`config.mk`:
```
export PLATFORM = sky130hd
export DESIGN_NAME = led_pwm_driver
export DESIGN_NICKNAME = d
export VERILOG_FILES = /design/src/rtl/led_pkg.sv /design/src/rtl/led_pwm_timebase.sv /design/src/rtl/led_pwm_driver.sv
export SDC_FILE = /design/constraint.sdc
export NUM_CORES = 1
export LEC_CHECK = 0
export BUFFER_PORTS_ARGS = -buffer_cell sky130_fd_sc_hd__buf_2
export CORE_MARGIN = 3
export CORE_UTILIZATION = 57
export DETAILED_ROUTE_END_ITERATION = 7
export PLACE_DENSITY = 0.83
export SLEW_MARGIN = 20
export SYNTH_ARGS = -nofsm -noshare
export SYNTH_HDL_FRONTEND = slang
export SYNTH_SLANG_ARGS = --single-unit
```
`constraint.sdc`:
```
create_clock -name clk -period 2.68 [get_ports clk]
set_input_delay 0.268 -clock clk [delete_from_list [all_inputs] [get_ports clk]]
set_output_delay 0.268 -clock clk [all_outputs]
set_load 0.1 [all_outputs]
```
`src/rtl/led_pkg.sv`:
```
// ============================================================================
// led_pkg : shared constants and helpers for the LED PWM driver slice
// Rev 1.0 : initial release
// ============================================================================
`default_nettype none

package led_pkg;

    localparam int LED_PWM_BITS     = 8;
    localparam int LED_PWM_PRESCALE = 4;
    localparam int LED_BLINK_CYCLES = 50_000_000;
    localparam int LED_COUNT        = 16;

    // Counter width for a 0..n-1 counter; never narrower than one bit.
    function automatic int cnt_width(input int n);
        return (n > 1) ? $clog2(n) : 1;
    endfunction

endpackage

`default_nettype wire

```
`src/rtl/led_pwm_timebase.sv`:
```
// ============================================================================
// led_pwm_timebase : prescaled PWM step counter with step and frame-wrap strobes
// Rev 1.0 : initial release
// ============================================================================
`default_nettype none

module led_pwm_timebase
    import led_pkg::*;
#(
    parameter int PWM_BITS     = LED_PWM_BITS,
    parameter int PWM_PRESCALE = LED_PWM_PRESCALE
) (
    input  logic                clk,
    input  logic                resetn,
    output logic [PWM_BITS-1:0] pwm_cnt_o,
    output logic                step_tick_o,
    output logic                wrap_o
);

    localparam int            PW        = cnt_width(PWM_PRESCALE);
    localparam logic [PW-1:0] PRESC_MAX = PW'(PWM_PRESCALE - 1);

    logic [PW-1:0]       presc_cnt_q;
    logic [PW-1:0]       presc_cnt_d;
    logic [PWM_BITS-1:0] pwm_cnt_q;
    logic [PWM_BITS-1:0] pwm_cnt_d;

    assign step_tick_o = (presc_cnt_q == PRESC_MAX);
    assign wrap_o      = step_tick_o && (pwm_cnt_q == '1);
    assign pwm_cnt_o   = pwm_cnt_q;

    always_comb begin
        presc_cnt_d = step_tick_o ? '0 : presc_cnt_q + 1'b1;
        pwm_cnt_d   = step_tick_o ? pwm_cnt_q + 1'b1 : pwm_cnt_q;
    end

    always_ff @(posedge clk or negedge resetn) begin
        if (!resetn) begin
            presc_cnt_q <= '0;
            pwm_cnt_q   <= '0;
        end else begin
            presc_cnt_q <= presc_cnt_d;
            pwm_cnt_q   <= pwm_cnt_d;
        end
    end

endmodule

`default_nettype wire

```
`src/rtl/led_pwm_driver.sv`:
```
// ============================================================================
// led_pwm_driver : frame-shadowed PWM dimming and per-LED blinking for 16 pins
// Rev 1.0 : initial release
// ============================================================================
`default_nettype none

module led_pwm_driver
    import led_pkg::*;
#(
    parameter int PWM_BITS     = LED_PWM_BITS,
    parameter int PWM_PRESCALE = LED_PWM_PRESCALE,
    parameter int BLINK_CYCLES = LED_BLINK_CYCLES
) (
    input  logic                 clk,
    input  logic                 resetn,
    input  logic [LED_COUNT-1:0] leds_in,
    input  logic [LED_COUNT-1:0] blink_mask,
    input  logic                 blink_enable,
    input  logic [PWM_BITS-1:0]  brightness,
    output logic [LED_COUNT-1:0] led_pins,
    output logic                 blink_phase,
    output logic                 frame_start
);

    localparam int            BW        = cnt_width(BLINK_CYCLES);
    localparam logic [BW-1:0] BLINK_MAX = BW'(BLINK_CYCLES - 1);

    logic [PWM_BITS-1:0]  w_pwm_cnt;
    logic                 w_step_tick;
    logic                 w_wrap;
    logic                 w_load;
    logic                 w_pwm_on;

    logic [LED_COUNT-1:0] leds_sh_q,   leds_sh_d;
    logic [LED_COUNT-1:0] mask_sh_q,   mask_sh_d;
    logic [PWM_BITS-1:0]  bright_sh_q, bright_sh_d;
    logic [BW-1:0]        blink_cnt_q, blink_cnt_d;
    logic                 blink_phase_q, blink_phase_d;
    logic [LED_COUNT-1:0] led_pins_q,  led_pins_d;
    logic                 frame_start_q;

    led_pwm_timebase #(
        .PWM_BITS     (PWM_BITS),
        .PWM_PRESCALE (PWM_PRESCALE)
    ) u_timebase (
        .clk         (clk),
        .resetn      (resetn),
        .pwm_cnt_o   (w_pwm_cnt),
        .step_tick_o (w_step_tick),
        .wrap_o      (w_wrap)
    );

    assign w_load   = w_wrap & w_step_tick;
    // Full scale is forced on so the last step of the frame is lit too.
    assign w_pwm_on = (bright_sh_q == '1) || (w_pwm_cnt < bright_sh_q);

    always_comb begin
        leds_sh_d   = w_load ? leds_in    : leds_sh_q;
        mask_sh_d   = w_load ? blink_mask : mask_sh_q;
        bright_sh_d = w_load ? brightness : bright_sh_q;

        blink_cnt_d   = blink_cnt_q;
        blink_phase_d = blink_phase_q;
        if (!blink_enable) begin
            blink_cnt_d   = '0;
            blink_phase_d = 1'b1;
        end else if (blink_cnt_q == BLINK_MAX) begin
            blink_cnt_d   = '0;
            blink_phase_d = ~blink_phase_q;
        end else begin
            blink_cnt_d   = blink_cnt_q + 1'b1;
        end

        led_pins_d = leds_sh_q & {LED_COUNT{w_pwm_on}}
                   & (~mask_sh_q | {LED_COUNT{blink_phase_q}});
    end

    always_ff @(posedge clk or negedge resetn) begin
        if (!resetn) begin
            leds_sh_q     <= '0;
            mask_sh_q     <= '0;
            bright_sh_q   <= '0;
            blink_cnt_q   <= '0;
            blink_phase_q <= 1'b1;
            led_pins_q    <= '0;
            frame_start_q <= 1'b0;
        end else begin
            leds_sh_q     <= leds_sh_d;
            mask_sh_q     <= mask_sh_d;
            bright_sh_q   <= bright_sh_d;
            blink_cnt_q   <= blink_cnt_d;
            blink_phase_q <= blink_phase_d;
            led_pins_q    <= led_pins_d;
            frame_start_q <= w_load;
        end
    end

    assign led_pins    = led_pins_q;
    assign blink_phase = blink_phase_q;
    assign frame_start = frame_start_q;

endmodule

`default_nettype wire
```
==> results.json <==
{
  "die_w_um": 91.8,
  "ys_ff_latch": 94,
  "power_density_nw_per_um2": 504,
  "syn_inst": 357,
  "path_max_fanout": 24,
  "cts.clk_slew.worst_paths_ns": 0.09,
  "slew_viol_final": 0,
  "vdd_drop_max_mv": 0.304,
  "worst_pin_slew_ns": 0.724,
  "crit_start": "blink_cnt_q[10]$_DFF_PN0_",
  "cp-endpoint": "blink_cnt_q[20]$_DFF_PN0_",
  "fmax_mhz": 431,
  "finalPower_uw": 2430,
  "synth_area_um2": 4190,
  "total_leakage_power_uw": 0.00222,
  "die_y_um": 91.8,
  "grt_max_degree": 49,
  "port_buffers": 60,
  "antennaDiodeCount": 0,
  "hold_viol_final": 0,
  "fin_util_pct": 69.1,
  "pre_cts_ws_ns": 0.391,
  "place_area_um2": 4610,
  "drc": 0,
  "synth_edf_count": 0,
  "antenna_found_initial": 0,
  "yosys.area.top_type_share_pct": 55.5,
  "ant_nets": 0,
  "outcome": "finished, final reports clean",
  "cp.required_ns": 2.90,
  "ys_async_sr_fraction_pct": 100,
  "area_growth_pct": 15.0,
  "synth-seq-area-share_pct": 56.1,
  "clock-root-buffer": "clkbuf_8",
  "crit_arrival_ns": 2.54,
  "min_path_type": "in2reg",
  "num_vias": 2847,
  "cts.sinks": 94,
  "cts_made_buffers": 9,
  "syn_avg_cell_area_um2": 11.7,
  "slew_headroom_pct": 51.7,
  "dpl.hpwl_mm": 5.48,
  "wl_per_cell_um": 15.1,
  "synth.top_cells.by_count": "dfrtp_1 (93), mux2_2 (41), inv_1 (28)",
  "timing.rr.end": "blink_cnt_q[20]$_DFF_PN0_",
  "period_minus_slack_ns": 2.32,
  "yosysTopAreaCell": "dfrtp_1",
  "synth_fp_nets": 410,
  "clock_latency_ns": 0.36,
  "gp_congestion": 0.760,
  "grt_pass1_wl_mm": 13.2,
  "nets": 474,
  "die_area_um2": 8420,
  "finalSetupTns_ns": 0,
  "drtPass1Iterations": 4,
  "final-setup-viol-count": 0,
  "setup_slack_ns": 0.359,
  "drt_iter0_drc": 131,
  "drive_gt1_share_pct": 31.0,
  "critPathLaunchType": "register",
  "floorplan.rows": 30,
  "skew_ns": 0.00981,
  "multi_input_comb_area_um2": 1660,
  "coreArea_um2": 6980,
  "worstSetupPathType": "reg2reg",
  "viasPerCell": 5.45,
  "cp-end-kind": "register",
  "start_util_pct": 60.1,
  "first_global_vias": 2876,
  "design_area_um2": 4820,
  "ys_types": 39,
  "yosys-top-cells-area": "dfrtp_1 (55%), mux2_2 (11%), xnor2_1 (3.3%), ha_1 (3.0%), a211oi_1 (2.9%)",
  "gr-usage-all-layers_pct": 19.8,
  "rr_startpoint": "blink_cnt_q[10]$_DFF_PN0_",
  "cts_resized": 0,
  "htree_levels": 3,
  "reg2reg_depth": 4,
  "seq_area_um2": 2350,
  "drt_wl_total_mm": 7.88,
  "r2r_setup_slack_ns": 0.36,
  "cts_tree": "built",
  "ctsLongestPathBuffers": 2,
  "overflow": 0,
  "rsz0062_at_grt": "false",
  "synth.yosys.warnings": 0,
  "ios": 61,
  "synthFlopType": "dfrtp_1",
  "fill_cells": 505,
  "min_period_over_period_pct": 86.6,
  "synth.most_common_cell": "dfrtp_1",
  "maxCapViolations": 0
}
-- worst min-delay path by stage --
stage | startpoint | end | slack, ns | cells past startpoint
6_report | brightness[1] | bright_sh_q[1]$_DFFE_PN0P_ | 0.13 | 2
5_1_grt | leds_in[3] | leds_sh_q[3]$_DFFE_PN0P_ | 0.12 | 2
4_1_cts | brightness[1] | bright_sh_q[1]$_DFFE_PN0P_ | 0.11 | 2
3_5_place_dp | resetn | bright_sh_q[6]$_DFFE_PN0P_ | 0.32 | 1
3_3_place_gp | resetn | u_timebase.pwm_cnt_o[6]$_DFFE_PN0P_ | 0.31 | 1
2_1_floorplan | resetn | blink_cnt_q[0]$_DFF_PN0_ | -0.03 | 0
-- layout make-up --
| cell class | count | area share [%] |
|---|---|---|
| clock buffers | 11 | 2.93 |
| clock inverters | 5 | 1.22 |
| inverters | 28 | 2.18 |
| multi-input cells | 221 | 34.4 |
| flip-flops and latches | 94 | 48.8 |
| well taps | 96 | 2.49 |
| repair buffers | 67 | 7.94 |
-- timing repair --
item / 4_1_cts / 5_1_grt
hold endpoints to repair: 45 / 0
setup buffers: 0 / 0
hold buffers: 1 / 0
-- per-layer routing --
| metal | up-vias | global-route usage [%] | part of all wire (%) |
|---|---|---|---|
| met1 | 1385 | 25.6 | 45 |
| met5 | - | 0 | 0 |
| li1 | 1392 | - | - |
| met3 | 13 | 3.86 | 4.2 |
| met2 | 57 | 31.9 | 49 |
| met4 | 0 | 10.0 | 1.6 |
-- power by group --
| group | switching (uW) | leakage, uW | internal (uW) |
|---|---|---|---|
| sequential | 4.45 | 0.00129 | 1420 |
| clock | 473 | 0.0000955 | 456 |
| combinational | 44.5 | 0.000828 | 30.1 |
-- through the flow --
| step | std cells | hold slack (ns) |
|---|---|---|
| 2_1_floorplan | 357 | -0.0276 |
| 3_3_place_gp | 505 | 0.309 |
| 3_5_place_dp | 505 | 0.319 |
| 4_1_cts | 522 | 0.115 |
| 5_1_grt | 522 | 0.116 |
| 6_report | 522 | 0.127 |
-- critical path: stages (launching register included) --
cell,delay (ns)
dfrtp_1,0.43
or4_1,0.55
or4_4,0.56
o21ai_4,0.51
a21oi_1,0.12
-- cell families (layout without fill, tap and decap cells) --
| kind of cell | Yosys count | after routing | share of synthesized area [%] |
|---|---|---|---|
| mux | 41 | 41 | 11.0 |
| buf+inv | 42 | 111 | 4.42 |
| compound gates | 58 | 58 | 8.92 |
| flops | 94 | 94 | 56.1 |
| xor+xnor | 22 | 22 | 4.59 |
| fa+ha+maj | 10 | 10 | 2.98 |
| simple gates | 90 | 90 | 12.0 |
-- flip-flops by register name, summed over array words and instances (netlist names) --
| signal | flops |
|---|---|
| blink_cnt_q | 26 |
| u_timebase.presc_cnt_q | 2 |
| blink_phase | 1 |
| u_timebase.pwm_cnt_o | 8 |
| mask_sh_q | 16 |
| bright_sh_q | 8 |
| led_pins | 16 |
| frame_start | 1 |
| leds_sh_q | 16 |
-- placed cells by master (no fill, tap or decap), types with 11 or more instances in the layout --
cell type / netlist / final
a211oi_1: 16 / 16
a21oi_1: 12 / 12
buf_2: 4 / 59
dfrtp_1: 93 / 93
inv_1: 28 / 28
mux2_2: 41 / 41
nand2_1: 11 / 11
nand4_1: 13 / 13
nor2_1: 23 / 23
o21ai_0: 18 / 18
xnor2_1: 16 / 16
(Power assumes the default switching activity.)
